[src/rtl/rv32i_load_store_unit.sv]
// Load/store unit between the core's data port and a word-addressed memory.
// Sub-word loads are lane-extracted and extended; sub-word stores use read-modify-write.
module rv32i_load_store_unit #(
  parameter int unsigned RD_LATENCY = 1
) (
  input  logic        clk,
  input  logic        rst,
  input  logic        req_valid,
  output logic        req_ready,
  input  logic        req_write,
  input  logic [2:0]  req_funct3,
  input  logic [31:0] req_addr,
  input  logic [31:0] req_wr_data,
  output logic        rsp_valid,
  output logic [31:0] rsp_rd_data,
  output logic        rsp_err,
  output logic [31:0] mem_addr,
  output logic [31:0] mem_wr_data,
  output logic        mem_wr_ena,
  input  logic [31:0] mem_rd_data
);

  localparam logic [2:0] StIdle    = 3'd0;
  localparam logic [2:0] StRdWait  = 3'd1;
  localparam logic [2:0] StCapture = 3'd2;
  localparam logic [2:0] StMerge   = 3'd3;
  localparam logic [2:0] StWrite   = 3'd4;
  localparam logic [2:0] StResp    = 3'd5;

  localparam logic [1:0] LatInit = 2'(RD_LATENCY - 1);

  logic [2:0]  state_q, state_d;
  logic [1:0]  cnt_q, cnt_d;
  logic [1:0]  off_q, off_d;
  logic [2:0]  funct3_q, funct3_d;
  logic        write_q, write_d;
  logic [15:0] wdata_q, wdata_d;
  logic [31:0] rsp_rd_data_q, rsp_rd_data_d;
  logic        rsp_err_q, rsp_err_d;
  logic [31:0] mem_addr_q, mem_addr_d;
  logic [31:0] mem_wr_data_q, mem_wr_data_d;
  logic        req_err;

  function automatic logic [31:0] load_ext(input logic [31:0] data, input logic [2:0] f3,
                                           input logic [1:0] off);
    logic [7:0]  b;
    logic [15:0] h;
    b = data[{off, 3'b000} +: 8];
    h = off[1] ? data[31:16] : data[15:0];
    case (f3)
      3'b000:  return {{24{b[7]}}, b};
      3'b100:  return {24'h0, b};
      3'b001:  return {{16{h[15]}}, h};
      3'b101:  return {16'h0, h};
      default: return data;
    endcase
  endfunction

  function automatic logic [31:0] store_merge(input logic [31:0] data, input logic [15:0] wd,
                                              input logic is_half, input logic [1:0] off);
    logic [31:0] r;
    r = data;
    if (is_half) r[{off[1], 4'b0000} +: 16] = wd;
    else         r[{off, 3'b000} +: 8] = wd[7:0];
    return r;
  endfunction

  always_comb begin
    case (req_funct3)
      3'b000, 3'b100: req_err = 1'b0;
      3'b001, 3'b101: req_err = req_addr[0];
      3'b010:         req_err = (req_addr[1:0] != 2'b00);
      default:        req_err = 1'b1;
    endcase
    if (req_write && req_funct3[2]) req_err = 1'b1;
  end

  always_comb begin
    state_d       = state_q;
    cnt_d         = cnt_q;
    off_d         = off_q;
    funct3_d      = funct3_q;
    write_d       = write_q;
    wdata_d       = wdata_q;
    rsp_rd_data_d = rsp_rd_data_q;
    rsp_err_d     = rsp_err_q;
    mem_addr_d    = mem_addr_q;
    mem_wr_data_d = mem_wr_data_q;
    case (state_q)
      StIdle: begin
        if (req_valid) begin
          off_d    = req_addr[1:0];
          funct3_d = req_funct3;
          write_d  = req_write;
          wdata_d  = req_wr_data[15:0];
          if (req_err) begin
            rsp_err_d     = 1'b1;
            rsp_rd_data_d = 32'h0;
            state_d       = StResp;
          end else begin
            rsp_err_d  = 1'b0;
            mem_addr_d = {req_addr[31:2], 2'b00};
            if (req_write && req_funct3[1]) begin
              mem_wr_data_d = req_wr_data;
              state_d       = StWrite;
            end else begin
              cnt_d   = LatInit;
              state_d = StRdWait;
            end
          end
        end
      end
      StRdWait: begin
        if (cnt_q == 2'd0) state_d = write_q ? StMerge : StCapture;
        else               cnt_d   = cnt_q - 2'd1;
      end
      StCapture: begin
        rsp_rd_data_d = load_ext(mem_rd_data, funct3_q, off_q);
        state_d       = StResp;
      end
      StMerge: begin
        mem_wr_data_d = store_merge(mem_rd_data, wdata_q, funct3_q[0], off_q);
        state_d       = StWrite;
      end
      StWrite: state_d = StResp;
      StResp:  state_d = StIdle;
      default: state_d = StIdle;
    endcase
  end

  always_ff @(posedge clk) begin
    if (rst) begin
      state_q       <= StIdle;
      cnt_q         <= 2'd0;
      off_q         <= 2'd0;
      funct3_q      <= 3'd0;
      write_q       <= 1'b0;
      wdata_q       <= 16'h0;
      rsp_rd_data_q <= 32'h0;
      rsp_err_q     <= 1'b0;
      mem_addr_q    <= 32'h0;
      mem_wr_data_q <= 32'h0;
    end else begin
      state_q       <= state_d;
      cnt_q         <= cnt_d;
      off_q         <= off_d;
      funct3_q      <= funct3_d;
      write_q       <= write_d;
      wdata_q       <= wdata_d;
      rsp_rd_data_q <= rsp_rd_data_d;
      rsp_err_q     <= rsp_err_d;
      mem_addr_q    <= mem_addr_d;
      mem_wr_data_q <= mem_wr_data_d;
    end
  end

  assign req_ready   = (state_q == StIdle);
  assign rsp_valid   = (state_q == StResp);
  assign rsp_rd_data = rsp_rd_data_q;
  assign rsp_err     = rsp_err_q;
  assign mem_addr    = mem_addr_q;
  assign mem_wr_data = mem_wr_data_q;
  // Combinational gate so a write can never land in a reset cycle.
  assign mem_wr_ena  = (state_q == StWrite) && !rst;

endmodule

[config.mk]
export PLATFORM = sky130hd
export DESIGN_NAME = rv32i_load_store_unit
export DESIGN_NICKNAME = d
export VERILOG_FILES = /design/src/rtl/rv32i_load_store_unit.sv
export SDC_FILE = /design/constraint.sdc
export NUM_CORES = 1
export LEC_CHECK = 0
export CAP_MARGIN = 20
export CELL_PAD_IN_SITES_DETAIL_PLACEMENT = 0
export CELL_PAD_IN_SITES_GLOBAL_PLACEMENT = 1
export CORE_MARGIN = 2
export CORE_UTILIZATION = 35
export CTS_BUF_LIST = sky130_fd_sc_hd__clkbuf_16
export CTS_CLUSTER_DIAMETER = 120
export DETAILED_ROUTE_END_ITERATION = 10
export GPL_ROUTABILITY_DRIVEN = 0
export PLACE_DENSITY = 0.84
export SLEW_MARGIN = 0
export SYNTH_ARGS = -nofsm -noshare
export SYNTH_HDL_FRONTEND = slang
export SYNTH_SLANG_ARGS = --single-unit
[constraint.sdc]
create_clock -name clk -period 7.23 [get_ports clk]
set_input_delay 1.446 -clock clk [delete_from_list [all_inputs] [get_ports clk]]
set_output_delay 1.446 -clock clk [all_outputs]
set_load 0.05 [all_outputs]
# Yosys cells after proc, flatten, opt, wreduce, memory -nomap -nowiden
# Index checks and enable logic that the tools add are counted.
# Widths: inputs -> output; s select.
# op_classes
mul	0
eq_ne	19
bitwise	1
shift	5
n_lt_le_gt_ge	0
n_mux	26
addsub	3
n_reduce_logical	21
div_mod_pow	0
# ops
operator	n
$mux 32	6
$pmux 32 s2	2
$pmux 32 s4	1
$bwmux 32	2
$shift 16x7->32 const A	1
$shift 8x7->32 const A	1
$shiftx 16x7->32	1
$shiftx 32x6->8	1
$shiftx 8x7->32	1
$eq 3x3->1 const B	6
$mux 16	1
$neg 5->7	2
$mux 3	4
$pmux 3 s4	1
$ne 2x2->1 const B	5
$eq 3x1->1 const B	3
$eq 3x2->1 const B	3
$logic_not 3->1	3
$mux 2	4
$reduce_bool 2->1	4
$reduce_and 3->1	2
$reduce_or 2->1	3
$reduce_and 5->1	1
$ne 2x1->1 const B	2
other kinds (10)	15
# word_totals
word_cells	85
mem_bits_rw	0
mem_count	0
mem_bits_ro	0
in_bits	103
latch_bits	0
out_inout_bits	100
regBits	122

# Depth between registers and ports, before layout
# Gate-level depths: netlist of run 1.
# logic_depth
depth_word	7
depth_mapped	8
depth_no_buf	6

# Worst setup path before layout of run 1
# OpenSTA, ideal clock, no wires.
# synth_timing
path_type	input to output
start	input rst
end	output mem_wr_ena
t_arrival_ns	3.461
slack_ns	2.323
path_buffers	2
stages	3
required_time_ns	5.784
cell_sequence	clkbuf_1 clkbuf_1 nor4b_1
# synth_via
elab_chain_cells	2
# synth_rtl
item	line	text
start, declared	7	input logic rst,
$logic_not 1->1	164	assign mem_wr_ena = (state_q == StWrite) && !rst;
$logic_and 1x1->1	164	
end, declared	19	output logic mem_wr_ena,
# Every way passes these cells.

# Worst setup path after layout of run 1
# Same ends and word-level chain as after synthesis.

==> impl_metrics.py, run 1 <==
metrics = {
    "worst_setup_path": {
        "crit_chain": "buf_2 > nor4b_1 > clkdlybuf4s50_1",
        "worstPathArrival_ns": 2.63,
        "slowest_stage": "clkdlybuf4s50_1",
        "critPathMaxStageDelay_ns": 0.85,
        "reg2reg_depth": 7,
        "cp.required_ns": 5.78,
        "cp-end-kind": "primary output",
        "critPathMaxFanout": 2,
        "crit_type": "in -> out",
        "startpoint_type": "input pin",
    },
    "cts": {
        "clkSinkCount": 122,
        "cts_buffers": 17,
        "cts_tree": "yes",
        "cts.clk_slew.worst_paths_ns": 0.06,
        "htreeDepth": 4,
        "clock_latency_ns": 0.42,
        "cts_resized": 0,
        "postCtsSetupBuffers": 0,
        "cts_root_buffer": "clkbuf_16",
        "cts_buffer_depth": 2,
        "hold_buffers": 0,
    },
    "synthesis": {
        "syn_inst": 691,
        "synth_cell_types": 49,
        "syn_area_per_cell_um2": 8.45,
        "synthTopCellsByArea": "dfxtp_1 42%, nand2_1 8.1%, a21oi_1 5.5%",
        "synth-seq-cells": 122,
        "yosysMostFrequentCell": "nand2_1",
        "yosysSeqAreaShare": 0.418,
        "synthArstFlopShare": 0,
        "yosysTopAreaCell": "dfxtp_1",
        "synth_top_area_share": 0.418,
        "synth-main-ff-cell": "dfxtp_1",
        "synth_commonest_cells": "126 x nand2_1, 122 x dfxtp_1, 64 x a21oi_1",
        "synth_area_um2": 5840,
        "yosys_warnings": 0,
        "synth_edf_count": 0,
    },
    "detailed_routing": {
        "drc": 0,
        "vias": 6007,
        "routed_wl_mm": 20.0,
        "post_drt_via_cell_ratio": 5.48,
        "wl_per_cell_um": 18.2,
        "postRouteAntennaNets": 0,
        "dr.pass1.iters": 5,
        "initialDrtViolationCount": 454,
    },
    "run": {
        "cap_violations": 0,
    },
    "pwr": {
        "p_seq_frac": 0.357,
        "p_comb_frac": 0.202,
        "internal_power_mw": 1.46,
        "powerDensity_nw_per_um2": 242,
        "vdd_drop_max_v": 0.000195,
        "p_sw_frac": 0.301,
        "leakagePower_nw": 2.98,
        "p_switching_mw": 0.631,
        "clockPowerShare": 0.441,
    },
    "sta": {
        "fmax_mhz": 245,
        "final.setup_skew_ns": 0.00800,
        "timing.final.crit_share": 0.564,
        "fin_crit_ns": 4.08,
        "setup_viol": 0,
        "hold_viol": 0,
        "worst_pin_slew_ns": 0.925,
        "slew_viol_final": 0,
        "tns_ns": 0,
        "slew_headroom": 0.384,
        "grt_setup_unrepaired": "no",
    },
    "floorplanning": {
        "die_h_um": 133,
        "die_w_um": 133,
        "rows": 47,
        "io_pins": 203,
        "die_area_um2": 17700,
        "core-area_um2": 16500,
        "start_util": 0.355,
    },
    "global_routing": {
        "antenna_found_initial": 0,
        "grt.total_usage": 0.222,
        "grt_pass1_vias": 5672,
        "grt_max_degree": 86,
        "grt-ovfl-total": 0,
        "grt_pass1_wl_mm": 31.0,
    },
    "placed_design": {
        "dp_hpwl_mm": 14.3,
        "port-buffer-count": 200,
    },
    "layout": {
        "final_core_util": 0.524,
        "antennaDiodeCount": 0,
        "layout.nets": 973,
        "synthToLayoutAreaGrowth_pct": 47.8,
        "drive_above_1_share": 0.0764,
    },
    "worst_hold_path": {
        "whs_path_depth": 2,
        "hold_class": "reg -> reg",
    },
    "outcome": {
        "outcome": "finished clean",
    },
}
==> layout make-up <==
class                   count  area [um^2]
fillers                  1567         7830
flip-flops and latches    122         2440
well taps                 220          275
inverters                   6         22.5
clock inverters            15          213
clock buffers              17          425
repair buffers            213         2100
multi-input cells         504         3160
==> sequential cells by signal, indices dropped and copies added, names as in the netlist <==
register and count:
cnt_q 2, state_q 3, rsp_rd_data 32, write_q 1
wdata_q 16, funct3_q 3, off_q 2, mem_wr_data 32
rsp_err 1, mem_addr 30
==> through the flow <==
step           total power [mW]  instances  hold slack [ns]  setup WS (ns)  cell area, um^2
2_1_floorplan              1.01        692            0.440           2.32             5850
3_3_place_gp               1.18       1063            0.437           2.90             7980
3_5_place_dp               1.18       1063            0.444           2.82             7980
4_1_cts                    2.11       1095            0.454           3.14             8610
5_1_grt                    2.18       1097            0.470           3.07             8630
6_report                   2.09       1097            0.452           3.15             8630
==> worst paths after layout <==
check	start	endpoint	slack, ns
worst min register to register	rsp_rd_data[6]	rsp_rd_data[6]	0.45
worst max register to register	off_q[1]	mem_wr_data[12]	4.06
worst min-delay path	rsp_rd_data[6]	rsp_rd_data[6]	0.45
worst max-delay path	rst	mem_wr_ena	3.15
==> worst max-delay path: cells and delay by family <==
kind,cells,cell delay [ns]
buf+inv,2,0.95
simple gates,1,0.23
==> logic make-up (layout without fill, tap and decap cells) <==
kind of cell               count (synthesis)  count (layout)  synth area share
DFF                                      122             122             0.418
buffers and inverters                     66             251            0.0475
other                                      1               2          0.000642
xor gates and xnor gates                   1               1           0.00150
and+or+nand+nor                          254             254             0.211
muxes                                     36              36            0.0709
AOI/OAI and AO/OA                        205             205             0.238
adders and majority gates                  6               6            0.0129
==> metal layers <==
| metal | global-route usage | vias up | part of all wire | wire, um |
|---|---|---|---|---|
| li1 | - | 2888 | - | - |
| met1 | 0.292 | 2815 | 0.43 | 8690 |
| met2 | 0.345 | 261 | 0.45 | 9010 |
| met3 | 0.0727 | 43 | 0.090 | 1800 |
| met4 | 0.0757 | 0 | 0.025 | 499 |
| met5 | 0 | - | 0 | 0 |
==> cell usage in the layout (no fill, tap or decap), types with 9 or more instances in the layout <==
master	netlist	final
mux2i_1	20	20
nand2_1	126	126
nor4_1	18	18
o22ai_1	19	19
a2111oi_0	13	13
a21o_1	9	9
clkbuf_16	0	17
a211oi_1	14	14
a21oi_1	64	63
a221oi_1	10	10
mux2_2	13	13
nor2_1	25	25
dfxtp_1	122	122
a22oi_1	10	10
nor2b_1	25	25
clkdlybuf4s50_1	0	199
a221o_1	18	18
o21ai_0	25	24
buf_4	3	11
nor3_1	30	30
==> power groups by stage <==
stage	Clock (mW)	Combinational (mW)	Sequential, mW
3_3_place_gp	0	0.417	0.761
4_1_cts	0.937	0.420	0.747
2_1_floorplan	0	0.192	0.817
5_1_grt	0.973	0.451	0.753
3_5_place_dp	0	0.419	0.762
6_report	0.923	0.422	0.748
Note: power is estimated with default switching activity, not from simulation.
==> run 2: changes to the inputs <==
CORE_UTILIZATION = 33   (was 35)
PLACE_DENSITY = 0.8   (was 0.84)
clock period = 3.8 ns   (was 7.23 ns; I/O delays follow)
==> run 2 against run 1 <==
Highest routed layer unchanged. Sequential power up 91%. Clock power up 79%. Register-to-register slack got worse by 3.1 ns. Sequential cell count unchanged. Setup slack lost 2.4 ns. Clock skew rose by 0.0092 ns. Final cell count grew 0.73%. First-iteration DRC count is 12% higher. Via count down 0.53%. Largest cell class unchanged. Utilization decreased by 2.6 points. Non-clock buffer count is 3 higher. Worst hold slack worse by 0.0033 ns.
==> impl_metrics.py, run 2 (same netlist as run 1, synthesis figures left out) <==
metrics = {
    "outcome": {
        "outcome": "finished clean",
    },
    "worst_setup_path": {
        "worstPathArrival_ns": 2.30,
        "cp-end-kind": "primary output",
        "cp.required_ns": 3.04,
        "crit_type": "reg -> out",
        "startpoint_type": "flip-flop",
        "critPathMaxFanout": 14,
    },
    "pwr": {
        "vdd_drop_max_v": 0.000356,
        "leakagePower_nw": 2.98,
        "powerDensity_nw_per_um2": 451,
    },
    "cts": {
        "cts_root_buffer": "clkbuf_16",
        "clock_latency_ns": 0.43,
        "cts_tree": "yes",
        "cts_buffers": 17,
        "postCtsSetupBuffers": 0,
        "cts_resized": 0,
        "hold_buffers": 0,
        "htreeDepth": 4,
        "cts.clk_slew.worst_paths_ns": 0.06,
        "clkSinkCount": 122,
        "cts_buffer_depth": 2,
    },
    "layout": {
        "layout.nets": 976,
        "antennaDiodeCount": 0,
        "synthToLayoutAreaGrowth_pct": 47.5,
        "ff_latch_area_um2": 2440,
        "nFillCells": 1692,
        "final_common_cell": "clkdlybuf4s50_1",
        "fin_cells": 1105,
        "multiInputGateArea_um2": 3160,
        "drive_above_1_share": 0.0795,
        "mostFrequentLayoutCells": "199 x clkdlybuf4s50_1, 126 x nand2_1, 122 x dfxtp_1",
        "fin_area_um2": 8620,
    },
    "detailed_routing": {
        "dr.pass1.iters": 5,
        "routed_wl_mm": 20.6,
        "post_drt_via_cell_ratio": 5.41,
        "wl_per_cell_um": 18.7,
        "initialDrtViolationCount": 507,
        "postRouteAntennaNets": 0,
        "drc": 0,
        "vias": 5975,
    },
    "global_routing": {
        "grt_pass1_vias": 5681,
        "antenna_found_initial": 0,
        "grt.total_usage": 0.218,
        "grt_pass1_wl_mm": 31.3,
        "grt-ovfl-total": 0,
        "grt_max_degree": 85,
    },
    "sta": {
        "fin_ws_ns": 0.738,
        "slew_headroom": 0.388,
        "fmax_mhz": 327,
        "worst_pin_slew_ns": 0.919,
        "fin_crit_ns": 3.06,
        "hold_viol": 0,
        "tns_ns": 0,
        "final.setup_skew_ns": 0.0172,
        "grt_setup_unrepaired": "no",
        "timing.final.crit_share": 0.806,
        "slew_viol_final": 0,
        "setup_viol": 0,
    },
    "run": {
        "cap_violations": 0,
    },
    "floorplanning": {
        "start_util": 0.338,
        "die_area_um2": 18800,
        "die_h_um": 137,
        "io_pins": 203,
        "die_w_um": 137,
        "core-area_um2": 17300,
        "rows": 48,
    },
    "placed_design": {
        "port-buffer-count": 200,
        "dpl_cell_area_um2": 8020,
        "dp_hpwl_mm": 15.0,
        "dp_slack_ns": 0.587,
        "dp.cells": 1073,
    },
    "worst_hold_path": {
        "hold_class": "reg -> reg",
    },
}
run 2: report_power, final:
part / switching [mW] / internal [mW] / total (mW)
Clock: 0.621 / 1.03 / 1.65
Combinational: 0.477 / 0.325 / 0.802
Sequential: 0.0836 / 1.35 / 1.43
run 2: final timing paths:
check	start	to	slack (ns)	depth (start not counted)
setup / recovery	state_q[0]	rsp_valid	0.74	3
hold / removal	rsp_rd_data[11]	rsp_rd_data[11]	0.45	1
setup reg to reg	off_q[0]	mem_wr_data[10]	0.96	6
hold reg to reg	rsp_rd_data[11]	rsp_rd_data[11]	0.45	1
run 2: critical path: stages, from the launching register on:
cell and delay (ns):
dfxtp_1 0.62, nor2b_1 0.30, and2_1 0.16, clkdlybuf4s50_1 0.81
run 2: per-stage QoR:
| stage | utilization | hold WS [ns] | power, mW |
|---|---|---|---|
| floorplan | - | 0.440 | 1.92 |
| global placement | 0.464 | 0.432 | 2.25 |
| detailed placement | 0.464 | 0.439 | 2.25 |
| CTS | 0.498 | 0.451 | 3.91 |
| global route | 0.498 | 0.460 | 4.04 |
| finish | 0.498 | 0.449 | 3.89 |
run 2: layer usage:
metal | global-route usage | vias to the layer above | part of all wire
met4 | 0.0682 | 0 | 0.017
met1 | 0.278 | 2817 | 0.44
met2 | 0.344 | 246 | 0.45
met3 | 0.0763 | 31 | 0.091
met5 | 0 | - | 0
li1 | - | 2881 | -
run 2: final cells by class:
cell class / instances / share of cell area
Clock buffer: 17 / 0.0494
Clock inverter: 15 / 0.0202
Inverter: 6 / 0.00261
Multi-Input combinational cell: 504 / 0.366
Sequential cell: 122 / 0.283
Tap cell: 225 / 0.0327
Timing Repair Buffer: 216 / 0.246
==> run 3: changes to the inputs <==
clock period = 3 ns   (was 3.8 ns; I/O delays follow)
==> run 3 against run 2 <==
Sequential cell count unchanged. Global-route usage down 0.40 points. Non-clock buffer count up 9. Clock-buffer cell count unchanged. Sequential power up 26%. Largest power group unchanged. Via count up 0.69%. Clock power up 16%. First-iteration DRC count down 22%. Register-to-register slack worse by 0.52 ns. Clock skew down 0.0080 ns. Final area up 0.74%.
==> impl_metrics.py, run 3 (same netlist as run 1, synthesis figures left out) <==
metrics = {
    "global_routing": {
        "grt.total_usage": 0.214,
        "antenna_found_initial": 0,
        "grt_pass1_vias": 5476,
        "grt_pass1_wl_mm": 30.6,
        "grt-ovfl-total": 0,
        "grt_max_degree": 50,
    },
    "layout": {
        "drive_above_1_share": 0.0900,
        "antennaDiodeCount": 0,
        "nFillCells": 1677,
        "fin_area_um2": 8680,
        "synthToLayoutAreaGrowth_pct": 48.6,
        "layout.nets": 985,
        "mostFrequentLayoutCells": "198 x clkdlybuf4s50_1, 126 x nand2_1, 122 x dfxtp_1",
        "final_common_cell": "clkdlybuf4s50_1",
    },
    "sta": {
        "fin_ws_ns": 0.265,
        "setup_viol": 0,
        "worst_pin_slew_ns": 0.849,
        "fin_crit_ns": 2.73,
        "fmax_mhz": 366,
        "final.setup_skew_ns": 0.00913,
        "grt_setup_unrepaired": "no",
        "timing.final.crit_share": 0.912,
        "hold_viol": 0,
        "slew_headroom": 0.419,
        "tns_ns": 0,
        "slew_viol_final": 0,
    },
    "cts": {
        "clkSinkCount": 122,
        "clock_latency_ns": 0.42,
        "postCtsSetupBuffers": 0,
        "htreeDepth": 4,
        "cts_root_buffer": "clkbuf_16",
        "cts_buffer_depth": 2,
        "cts_tree": "yes",
        "cts_resized": 0,
        "hold_buffers": 0,
        "cts_buffers": 17,
        "cts.clk_slew.worst_paths_ns": 0.06,
    },
    "floorplanning": {
        "die_w_um": 137,
        "io_pins": 203,
        "die_h_um": 137,
        "start_util": 0.338,
        "rows": 48,
        "die_area_um2": 18800,
        "core-area_um2": 17300,
    },
    "placed_design": {
        "dp_hpwl_mm": 15.0,
        "dpl_cell_area_um2": 8130,
        "port-buffer-count": 200,
        "dp_slack_ns": 0.0747,
    },
    "worst_hold_path": {
        "hold_class": "reg -> reg",
    },
    "worst_setup_path": {
        "critPathMaxFanout": 15,
        "crit_type": "reg -> out",
        "startpoint_type": "flip-flop",
        "worstPathArrival_ns": 2.13,
        "cp-end-kind": "primary output",
        "cp.required_ns": 2.40,
    },
    "pwr": {
        "power.total_mw": 4.77,
        "vdd_drop_max_v": 0.000399,
        "powerDensity_nw_per_um2": 549,
        "leakagePower_nw": 3.02,
    },
    "detailed_routing": {
        "post_drt_via_cell_ratio": 5.40,
        "routed_wl_mm": 20.6,
        "drc": 0,
        "initialDrtViolationCount": 394,
        "vias": 6016,
        "dr.pass1.iters": 5,
        "wl_per_cell_um": 18.5,
        "postRouteAntennaNets": 0,
    },
    "run": {
        "cap_violations": 0,
    },
    "outcome": {
        "outcome": "finished clean",
    },
}
run 3: cell count changes in the layout (fill, tap and decap cells not counted), moves of 2 or more:
cell	delta
clkinv_4	+2
buf_12	+3
bufinv_16	-2
buf_4	+7
run 3: worst paths after layout:
path,start,endpoint,slack [ns],cells after the start
max,state_q[1],rsp_valid,0.27,3
min,rsp_rd_data[10],rsp_rd_data[10],0.45,2
max reg2reg,state_q[1],mem_wr_data[12],0.44,4
min reg2reg,rsp_rd_data[10],rsp_rd_data[10],0.45,2
run 3: layout make-up:
type	count	area, um^2	area share
multi-input combinational	504	3160	0.364
sequential	122	2440	0.281
timing repair buffer	225	2220	0.256
clock buffer	17	425	0.0490
tap	225	282	0.0324
clock inverter	15	129	0.0148
inverter	6	22.5	0.00259
run 3: per-stage QoR:
stage | util | hold WS, ns | std cells
2_1_floorplan | - | 0.440 | 692
3_3_place_gp | 0.470 | 0.433 | 1082
3_5_place_dp | 0.470 | 0.442 | 1082
4_1_cts | 0.502 | 0.454 | 1114
5_1_grt | 0.502 | 0.465 | 1114
6_report | 0.502 | 0.451 | 1114
run 3: critical path: stages, from the launching register on:
cell	delay, ns
dfxtp_1	0.45
nor2b_1	0.28
and2_1	0.17
clkdlybuf4s50_1	0.81
run 3: power by group:
| part | switching [mW] | internal (mW) |
|---|---|---|
| sequential | 0.0946 | 1.71 |
| combinational | 0.618 | 0.431 |
| clock | 0.780 | 1.14 |
run 3: routing by layer:
metal,up-vias,global-route usage,part of all wire
met5,-,0,0
met4,0,0.0796,0.027
li1,2915,-,-
met3,38,0.0659,0.093
met2,260,0.330,0.45
met1,2803,0.280,0.43
